`config.mk`:
```
export PLATFORM = sky130hd
export DESIGN_NAME = debug_uart_tx
export DESIGN_NICKNAME = d
export VERILOG_FILES = /design/src/rtl/debug_uart_tx.sv
export SDC_FILE = /design/constraint.sdc
export NUM_CORES = 1
export LEC_CHECK = 0
export CELL_PAD_IN_SITES_DETAIL_PLACEMENT = 0
export CELL_PAD_IN_SITES_GLOBAL_PLACEMENT = 1
export CORE_MARGIN = 3
export CORE_UTILIZATION = 43
export CTS_CLUSTER_DIAMETER = 150
export DETAILED_ROUTE_END_ITERATION = 6
export HOLD_SLACK_MARGIN = 0.02
export PLACE_DENSITY_LB_ADDON = 0.1
export REMOVE_ABC_BUFFERS = 1
export SLEW_MARGIN = 20
export SYNTH_ARGS = -nofsm -noshare
export SYNTH_HDL_FRONTEND = slang
export SYNTH_SLANG_ARGS = --single-unit
```
`constraint.sdc`:
```
create_clock -name clk -period 2.5 [get_ports clk]
set_input_delay 0.5 -clock clk [delete_from_list [all_inputs] [get_ports clk]]
set_output_delay 0.5 -clock clk [all_outputs]
set_load 0.005 [all_outputs]
```
`src/rtl/debug_uart_tx.sv`:
```
// Debug UART transmitter: sends a 9-byte frame (0xA5, seven snapshotted debug
// bytes, XOR checksum) as 8N1 characters, LSB first, with a registered tx line.
module debug_uart_tx #(
    parameter int CLKS_PER_BIT = 434
) (
    input  logic       clk,
    input  logic       nreset,
    input  logic       start,
    input  logic [7:0] debug_port1,
    input  logic [7:0] debug_port2,
    input  logic [7:0] debug_port3,
    input  logic [7:0] debug_port4,
    input  logic [7:0] debug_port5,
    input  logic [7:0] debug_port6,
    input  logic [7:0] debug_port7,
    output logic       tx,
    output logic       busy,
    output logic       done
);

    localparam int                BAUD_W    = $clog2(CLKS_PER_BIT);
    localparam logic [BAUD_W-1:0] BAUD_LAST = BAUD_W'(CLKS_PER_BIT - 1);
    localparam logic [BAUD_W-1:0] BAUD_ONE  = BAUD_W'(1);
    localparam logic [BAUD_W-1:0] BAUD_ZERO = '0;
    localparam logic [7:0]        SYNC_BYTE = 8'hA5;
    localparam logic [3:0]        LAST_BYTE = 4'd8;
    localparam logic [2:0]        LAST_BIT  = 3'd7;

    typedef enum logic [1:0] {
        IDLE      = 2'd0,
        START_BIT = 2'd1,
        DATA_BITS = 2'd2,
        STOP_BIT  = 2'd3
    } state_t;

    // Frame checksum: XOR of the seven snapshot bytes.
    function automatic logic [7:0] xor_fold(input logic [6:0][7:0] bytes);
        return bytes[0] ^ bytes[1] ^ bytes[2] ^ bytes[3] ^
               bytes[4] ^ bytes[5] ^ bytes[6];
    endfunction

    state_t            state_q, state_d;
    logic [3:0]        byte_idx_q, byte_idx_d;
    logic [2:0]        bit_idx_q, bit_idx_d;
    logic [BAUD_W-1:0] baud_q, baud_d;
    logic [6:0][7:0]   snap_q, snap_d;
    logic              tx_q, tx_d;
    logic              busy_q, busy_d;
    logic              done_q, done_d;

    logic [7:0]        cur_byte_s;
    logic [7:0]        checksum_s;
    logic [2:0]        next_bit_s;
    logic              bit_end_s;

    // Select the byte currently on the line from the frame position.
    always_comb begin
        checksum_s = xor_fold(snap_q);
        case (byte_idx_q)
            4'd0:    cur_byte_s = SYNC_BYTE;
            4'd1:    cur_byte_s = snap_q[0];
            4'd2:    cur_byte_s = snap_q[1];
            4'd3:    cur_byte_s = snap_q[2];
            4'd4:    cur_byte_s = snap_q[3];
            4'd5:    cur_byte_s = snap_q[4];
            4'd6:    cur_byte_s = snap_q[5];
            4'd7:    cur_byte_s = snap_q[6];
            4'd8:    cur_byte_s = checksum_s;
            default: cur_byte_s = SYNC_BYTE;
        endcase
    end

    // Next-state logic; tx_d is the level the line takes for the coming bit.
    always_comb begin
        state_d    = state_q;
        byte_idx_d = byte_idx_q;
        bit_idx_d  = bit_idx_q;
        baud_d     = baud_q;
        snap_d     = snap_q;
        tx_d       = tx_q;
        done_d     = 1'b0;
        bit_end_s  = (baud_q == BAUD_LAST);
        next_bit_s = bit_idx_q + 3'd1;

        case (state_q)
            IDLE: begin
                if (start) begin
                    state_d    = START_BIT;
                    snap_d     = {debug_port7, debug_port6, debug_port5,
                                  debug_port4, debug_port3, debug_port2,
                                  debug_port1};
                    byte_idx_d = 4'd0;
                    bit_idx_d  = 3'd0;
                    baud_d     = BAUD_ZERO;
                    tx_d       = 1'b0;
                end else begin
                    tx_d       = 1'b1;
                end
            end
            START_BIT: begin
                if (bit_end_s) begin
                    state_d   = DATA_BITS;
                    baud_d    = BAUD_ZERO;
                    bit_idx_d = 3'd0;
                    tx_d      = cur_byte_s[0];
                end else begin
                    baud_d    = baud_q + BAUD_ONE;
                end
            end
            DATA_BITS: begin
                if (bit_end_s) begin
                    baud_d = BAUD_ZERO;
                    if (bit_idx_q == LAST_BIT) begin
                        state_d   = STOP_BIT;
                        bit_idx_d = 3'd0;
                        tx_d      = 1'b1;
                    end else begin
                        bit_idx_d = next_bit_s;
                        tx_d      = cur_byte_s[next_bit_s];
                    end
                end else begin
                    baud_d = baud_q + BAUD_ONE;
                end
            end
            STOP_BIT: begin
                if (bit_end_s) begin
                    baud_d = BAUD_ZERO;
                    if (byte_idx_q == LAST_BYTE) begin
                        state_d    = IDLE;
                        byte_idx_d = 4'd0;
                        done_d     = 1'b1;
                        tx_d       = 1'b1;
                    end else begin
                        state_d    = START_BIT;
                        byte_idx_d = byte_idx_q + 4'd1;
                        tx_d       = 1'b0;
                    end
                end else begin
                    baud_d = baud_q + BAUD_ONE;
                end
            end
            default: begin
                state_d = IDLE;
                tx_d    = 1'b1;
            end
        endcase

        busy_d = (state_d != IDLE);
    end

    // State, counters, snapshot and output registers.
    always_ff @(posedge clk or negedge nreset) begin
        if (!nreset) begin
            state_q    <= IDLE;
            byte_idx_q <= 4'd0;
            bit_idx_q  <= 3'd0;
            baud_q     <= BAUD_ZERO;
            snap_q     <= '0;
            tx_q       <= 1'b1;
            busy_q     <= 1'b0;
            done_q     <= 1'b0;
        end else begin
            state_q    <= state_d;
            byte_idx_q <= byte_idx_d;
            bit_idx_q  <= bit_idx_d;
            baud_q     <= baud_d;
            snap_q     <= snap_d;
            tx_q       <= tx_d;
            busy_q     <= busy_d;
            done_q     <= done_d;
        end
    end

    assign tx   = tx_q;
    assign busy = busy_q;
    assign done = done_q;

endmodule
```
==> results of run 1 <==
-- final timing paths --
path | slack [ns] | endpoint | start
min in group clk | 0.50 | baud_q[7] | baud_q[7]
setup / recovery | 0.21 | tx | byte_idx_q[0]
setup reg to reg | 0.21 | tx | byte_idx_q[0]
hold / removal | 0.06 | snap_q[23] | nreset
hold reg to reg | 0.50 | baud_q[7] | baud_q[7]
max in group asynchronous | 1.77 | done | nreset
-- timing repair --
action	in CTS	in global routing
setup buffers	0	0
setup endpoints to repair	0	1
gates resized for setup	0	3
-- cell type report --
cell class	count	area (sq um)	share of cell area, %
multi-input cells	265	2130	41.0
repair buffers	76	721	13.9
well taps	129	161	3.11
flip-flops and latches	77	1930	37.2
clock inverters	5	100	1.93
inverters	6	22.5	0.434
clock buffers	10	128	2.46
-- worst reg2reg max path, delay by kind of cell, from the launching register on --
kind	cells	cell delay (ns)
AOI/OAI and AO/OA	5	0.98
DFF	1	0.41
adders and majority gates	1	0.29
buffers and inverters	2	0.27
and+or+nand+nor	2	0.26
-- state kept, by name (all words and copies together), names as in the netlist --
register    flops
baud_q          9
done            1
state_q         2
tx              1
snap_q         56
byte_idx_q      4
bit_idx_q       3
busy            1
-- metrics by stage --
step	utilization (%)	cell area [sq um]	std cells	power, uW
floorplan	-	4070	348	2200
global placement	53.1	4950	553	2480
detailed placement	53.1	4950	553	2500
CTS	55.6	5180	568	3610
global route	55.6	5190	568	3800
finish	55.6	5190	568	3580
-- placed cells by master (no fill, tap or decap), types with 3 or more instances in the layout --
master            n
a21oi_1          20
a222oi_1          7
a22oi_1          11
buf_4            16
bufinv_16         3
clkbuf_8          9
clkdlybuf4s50_1  60
dfrtp_1          75
ha_1              6
inv_1             4
mux2_1           47
mux2_2           12
nand2_1          22
nand2b_1          3
nand3_1           9
nand4_1           5
nor2_1           10
nor2b_1           4
nor3_1            3
o21ai_0          12
o21ai_1           7
o31ai_1           3
xnor2_1          38
xor2_1            9
-- power by group through the flow --
stage	registers (uW)	clock network [uW]	logic [uW]
after floorplan	1610	0	590
after global placement	1660	0	825
after detailed placement	1660	0	841
after CTS	1640	1130	849
after global routing	1680	1180	941
final	1640	1100	836
-- per-layer routing --
metal  vias to the layer above  GRT usage, %  wire (um)
met5                         -             0          0
met4                         0          5.06         98
met3                         9          4.14        441
met2                        70          27.2       4250
met1                      1454          24.7       4430
li1                       1474             -          -
-- kinds of logic after synthesis --
logic type,after synthesis
buffers and inverters,27
xor gates and xnor gates,49
muxes,59
DFF,77
AOI/OAI and AO/OA,81
and+or+nand+nor,68
adders and majority gates,8
==> summary.md, run 1 <==
| Metric | Value |
|---|---|
| Syn_area_per_cell | `11.3 sq um` |
| Chip Width | `105 um` |
| Post-synth cell types | `54` |
| Dpl ws | `0.183 ns` |
| Relative slew slack | `31.1%` |
| DRC viols | `0` |
| Slowest CP cell | `dfrtp_2` |
| Bufs and invs on worst path | `2` |
| Max cap viols | `0` |
| Top-area cell type share of the netlist area | `45.5%` |
| CTS tree | `done` |
| First-pass GRT wire length | `between 15000 and 20000 um` |
| Core Box Area | `0.00933 sq mm` |
| Switch Pwr | `1000 uW` |
| VDD IR max | `0.409 mV` |
| Critical path depth | `10` |
| Pin count of the biggest net entering global routing | `31` |
| Hold Fails Final Rpt | `0` |
| Worst-case hold slack | `0.0646 ns` |
| WL/cell | `16.2 um` |
| Chip height | `105 um` |
| Worst Max-Slew Pin Slew | `between 1 and 1.5 ns` |
| Synth area leaders | `dfrtp_1 (46%), mux2_1 (13%), xnor2_1 (8.0%), mux2_2 (3.2%), a21oi_1 (2.4%)` |
| Sequential Power Share | `a little under half` |
| DRT Wirelength | `between 9000 and 10000 um` |
| CP Launch Type | `register` |
| CP dominant cell by count | `a21oi_1` |
| Crit-path cells | `inv_1 > ha_1 > buf_4 > a222oi_1 > nand3_1 > a21oi_1 > nand4_1 > a21oi_1 > o311a_1 > a211oi_2` |
| Largest stage delay on the critical path | `0.41 ns` |
| Root Driver | `clkbuf_8` |
| Count leader, synth | `dfrtp_1` |
| RSZ-0062 raised after global routing | `false` |
| Outcome | `finished clean` |
| CP max FO | `8` |
| Share of post-route cells with drive strength above 1 | `12.3%` |
| Post-CTS Hold Buffers | `0` |
| Synth warn | `0` |
| DPL Wire Length | `6730 um` |
| CP endpoint kind | `register` |
| Async SR Flop Fraction | `100%` |
| Grt total ovfl | `0` |
| Sw Share | `28.0%` |
| I/O Buffers | `61` |
| Xor/xnor cell area share of the yosys netlist | `10.9%` |
| CTS H-Tree Depth | `3` |
| Post-synthesis mux area share | `15.9%` |
| CTS buffer count | `9` |
| Slew Limit Fails | `0` |
| Synthesized cell area | `between 0.004 and 0.005 sq mm` |
| Min-Delay Path Class | `in2async` |
| Boundary pin count | `62` |
| P per Cell Area | `between 600 and 700 mW/mm^2` |
| GP Congestion | `0.865` |
| Starting density of the core | `roughly 45%` |
| Final min period | `2.29 ns` |
| Pleak | `around 0.0021 uW` |
| Rows | `35` |
| Leading area contributor after synthesis | `dfrtp_1` |
| Top delay family on crit path | `compound AO/OA/AOI/OAI gates` |
| Post-synth EDFFs | `0` |
| Ant. Diodes | `0` |
| Post-synth top cells | `dfrtp_1 (76), mux2_1 (47), xnor2_1 (38), nand2_1 (22), a21oi_1 (20)` |
| Clock Skew | `0.00480 ns` |
| Via Count | `about 3000` |
| Highest clock rate | `436 MHz` |
| Clock network fraction of total power | `between 30% and 40%` |
| Area Overhead vs Synth | `24.2%` |
| Final ANT Viol Nets | `0` |
| Vias per inst | `5.29` |
| Top FF cell, synth | `dfrtp_1` |
| Max clock buf depth | `2` |
| Clock sinks | `slightly below 80` |
| Adder-cell area share of the yosys netlist | `under 10%` |
| Worst skew pair latency | `0.35 ns` |
| Critical Path RT | `between 2 and 3 ns` |
| DIE AREA | `0.0109 sq mm` |
| Internal power | `2580 uW` |
| First-pass iteration count of the detailed router | `5` |
| Final period util | `91.7%` |
| Drt initial violations | `roughly 170` |
| Logic pwr share | `between 20% and 30%` |
| Seq/Total Area, Yosys | `between 40% and 50%` |
| Compound-cell area share of the yosys netlist | `about an eighth` |
| Fillers | `860` |
| Simple-gate share of the synthesized area | `between 8 and 9%` |
| Setup TNS | `0 ns` |
| Worst Reg2Reg Path Length in Cells | `10` |
| Largest family of logic cells by synthesized area | `multiplexers` |
| Tot GR Track Use | `17.6%` |
| Synthesized flop and latch total | `77` |
| Setup slack after layout | `around 0.21 ns` |
| CTS clk-pin slew, worst paths | `about 0.08 ns` |
| Worst setup path category | `reg2reg` |
| CP Data Arrival Time | `2.56 ns` |
| Initial antenna violation count | `0` |
| Via count of the first global-routing pass | `3117` |
| Final setup vio count | `0` |
| Synth Instances | `369` |
| Final #Nets | `roughly 500` |
Power figures use the tool's default switching activity.
==> run 2: changes to the inputs <==
--- a/config.mk
+++ b/config.mk
@@ -5,6 +5,7 @@
 export SDC_FILE = /design/constraint.sdc
 export NUM_CORES = 1
 export LEC_CHECK = 0
+export CAP_MARGIN = 0
 export CELL_PAD_IN_SITES_DETAIL_PLACEMENT = 0
 export CELL_PAD_IN_SITES_GLOBAL_PLACEMENT = 1
 export CORE_MARGIN = 3
@@ -13,7 +14,6 @@
 export DETAILED_ROUTE_END_ITERATION = 6
 export HOLD_SLACK_MARGIN = 0.02
 export PLACE_DENSITY_LB_ADDON = 0.1
-export REMOVE_ABC_BUFFERS = 1
 export SLEW_MARGIN = 20
 export SYNTH_ARGS = -nofsm -noshare
 export SYNTH_HDL_FRONTEND = slang
==> run 2 against run 1 <==
Compared with the run above: sequential cell count is the same; die area did not move; worst setup slack worse by 0.012 ns; sequential share of layout area shrank 0.26 points; non-clock buffer count down 1; cell count stayed put; register-to-register slack about the same; final area rose by 0.65%; combinational power rose by 1%.
==> summary.md, run 2 (synthesis gave the netlist of run 1 again) <==
| Metric | Value |
|---|---|
| Outcome | `finished clean (unchanged)` |
| Slew Limit Fails | `0 (unchanged)` |
| Hold Fails Final Rpt | `0 (unchanged)` |
| Rows | `35 (unchanged)` |
| Switch Pwr | `1030 uW (was 1000 uW)` |
| Sequential Power Share | `45.0% (was 45.8%)` |
| DRC viols | `0 (unchanged)` |
| Logic pwr share | `23.2% (was 23.4%)` |
| Critical Path RT | `2.76 ns (was 2.77 ns)` |
| Sw Share | `28.2% (was 28.0%)` |
| Worst skew pair latency | `0.35 ns (about the same)` |
| Initial antenna violation count | `0 (unchanged)` |
| Grt total ovfl | `0 (unchanged)` |
| RSZ-0062 raised after global routing | `false (unchanged)` |
| Reg2Reg Capture Point | `tx (unchanged)` |
| CP endpoint | `tx (unchanged)` |
| Final setup vio count | `0 (unchanged)` |
| Relative slew slack | `33.1% (was 31.1%)` |
| PostCTS Resize Cnt | `0 (unchanged)` |
| CTS H-Tree Depth | `3 (unchanged)` |
| Chip Width | `105 um (unchanged)` |
| CP Data Arrival Time | `2.57 ns (was 2.56 ns)` |
| Tot GR Track Use | `17.6% (about the same)` |
| CTS tree | `done (unchanged)` |
| P per Cell Area | `697 mW/mm^2 (was 690 mW/mm^2)` |
| Clock network fraction of total power | `31.8% (was 30.9%)` |
| Final ANT Viol Nets | `0 (unchanged)` |
| Boundary pin count | `62 (unchanged)` |
| Vias per inst | `5.39 (was 5.29)` |
| R2R Setup Slk | `0.20 ns (was 0.21 ns)` |
| Met3 Use GR | `4.39% (was 4.14%)` |
| Pin count of the biggest net entering global routing | `43 (was 31)` |
| GP Congestion | `0.797 (was 0.865)` |
| Starting density of the core | `44.8% (unchanged)` |
| Highest clock rate | `434 MHz (was 436 MHz)` |
| Via count of the first global-routing pass | `3149 (was 3117)` |
| Clock Skew | `0.0117 ns (was 0.00480 ns)` |
| Post-CTS setup buffer count | `0 (unchanged)` |
| Most frequent cells in the layout | `dfrtp_1 (76), clkdlybuf4s50_1 (60), mux2_1 (47), xnor2_1 (38), nand2_1 (22) (was dfrtp_1 (75), clkdlybuf4s50_1 (60), mux2_1 (47), xnor2_1 (38), nand2_1 (22))` |
| I/O Buffers | `61 (unchanged)` |
| DIE AREA | `0.0109 sq mm (unchanged)` |
| Post-CTS Hold Buffers | `0 (unchanged)` |
| Grt met1 use | `24.4% (was 24.7%)` |
| DRT Wirelength | `9280 um (was 9220 um)` |
| Worst Reg2Reg Path Length in Cells | `9 (was 10)` |
| Leading cell type in the layout, fill and taps excluded | `dfrtp_1 (unchanged)` |
| Largest register FFs | `56 (unchanged)` |
| Final #Nets | `501 (was 502)` |
| First-pass GRT wire length | `15800 um (was 15700 um)` |
| Syn_nets | `roughly 440` |
| Max cap viols | `0 (unchanged)` |
| Root Driver | `clkbuf_8 (unchanged)` |
| CTS buffer count | `9 (unchanged)` |
| Via Count | `3059 (was 3007)` |
| Ant. Diodes | `0 (unchanged)` |
| Setup slack after layout | `0.195 ns (was 0.207 ns)` |
| WL/cell | `16.3 um (was 16.2 um)` |
| Worst Max-Slew Pin Slew | `0.996 ns (was 1.02 ns)` |
| DPL Wire Length | `6650 um (was 6730 um)` |
| VDD IR max | `0.329 mV (was 0.409 mV)` |
| First-pass iteration count of the detailed router | `5 (unchanged)` |
| Setup TNS | `0 ns (unchanged)` |
| Final min period | `2.30 ns (was 2.29 ns)` |
| Drt initial violations | `136 (was 171)` |
| Max clock buf depth | `2 (unchanged)` |
| Share of post-route cells with drive strength above 1 | `12.1% (was 12.3%)` |
| Dpl ws | `0.199 ns (was 0.183 ns)` |
| FF-to-FF Start | `byte_idx_q[0] (unchanged)` |
| CTS clk-pin slew, worst paths | `0.09 ns (was 0.08 ns)` |
| Final period util | `92.2% (was 91.7%)` |
| Area Overhead vs Synth | `25.0% (was 24.2%)` |
| GR peak layer | `met2 (unchanged)` |
| Pleak | `0.00212 uW (was 0.00211 uW)` |
| CP max FO | `8 (unchanged)` |
| Worst setup path category | `reg2reg (unchanged)` |
| Top reg by flops | `snap_q (unchanged)` |
| Core Box Area | `0.00933 sq mm (unchanged)` |
| Crit path from | `byte_idx_q[0] (unchanged)` |
| Top flop regs | `snap_q (56), baud_q (9), byte_idx_q (4) (unchanged)` |
| Chip height | `105 um (unchanged)` |
| Clock sinks | `77 (unchanged)` |
| Internal power | `2610 uW (was 2580 uW)` |
| Min-Delay Path Class | `in2async (unchanged)` |
| CP Launch Type | `register (unchanged)` |
| M2 GR Usage | `27.3% (was 27.2%)` |
| CP endpoint kind | `register (unchanged)` |
-- run 2: final cells by class --
class	count	area (sq um)
Timing Repair Buffer	75	738
Tap cell	129	161
Fill cell	855	4110
Clock buffer	10	138
Multi-Input combinational cell	265	2120
Sequential cell	77	1930
Clock inverter	6	110
Inverter	6	22.5
-- run 2: metrics by stage --
step | cells | hold WS (ns) | utilization (%) | power, uW | area, sq um
2_1_floorplan | 369 | 0.204 | - | 2200 | 4180
3_3_place_gp | 552 | 0.485 | 53.3 | 2500 | 4970
3_5_place_dp | 552 | 0.485 | 53.3 | 2510 | 4970
4_1_cts | 568 | 0.0973 | 56.0 | 3680 | 5220
5_1_grt | 568 | 0.123 | 56.0 | 3860 | 5220
6_report | 568 | 0.0957 | 56.0 | 3640 | 5220
-- run 2: worst min-delay path by stage --
stage | endpoint | startpoint | cells past startpoint | slack, ns
final | snap_q[33] | nreset | 1 | 0.1
after global routing | snap_q[33] | nreset | 1 | 0.12
after CTS | snap_q[33] | nreset | 1 | 0.1
after detailed placement | snap_q[33] | nreset | 1 | 0.49
after global placement | snap_q[18] | nreset | 1 | 0.49
after floorplan | baud_q[0] | nreset | 0 | 0.20
-- run 2: per-layer routing --
layer | up-vias | part of all wire, % | routed length, um
li1 | 1474 | - | -
met1 | 1505 | 47 | 4340
met2 | 69 | 47 | 4360
met3 | 11 | 5.0 | 464
met4 | 0 | 1.2 | 107
met5 | - | 0 | 0
-- run 2: power by group through the flow --
stage               clock network, uW  logic (uW)  registers [uW]
CTS                              1190         857            1640
global placement                    0         842            1660
global route                     1240         942            1680
finish                           1160         844            1640
floorplan                           0         608            1600
detailed placement                  0         848            1660
-- run 2: critical path: stages (launching register included) --
cell,delay (ns)
dfrtp_1,0.44
inv_1,0.10
ha_1,0.34
a222oi_1,0.15
nor2b_1,0.15
a311o_1,0.33
o211ai_1,0.13
a41oi_1,0.15
a21o_1,0.21
a211oi_2,0.20
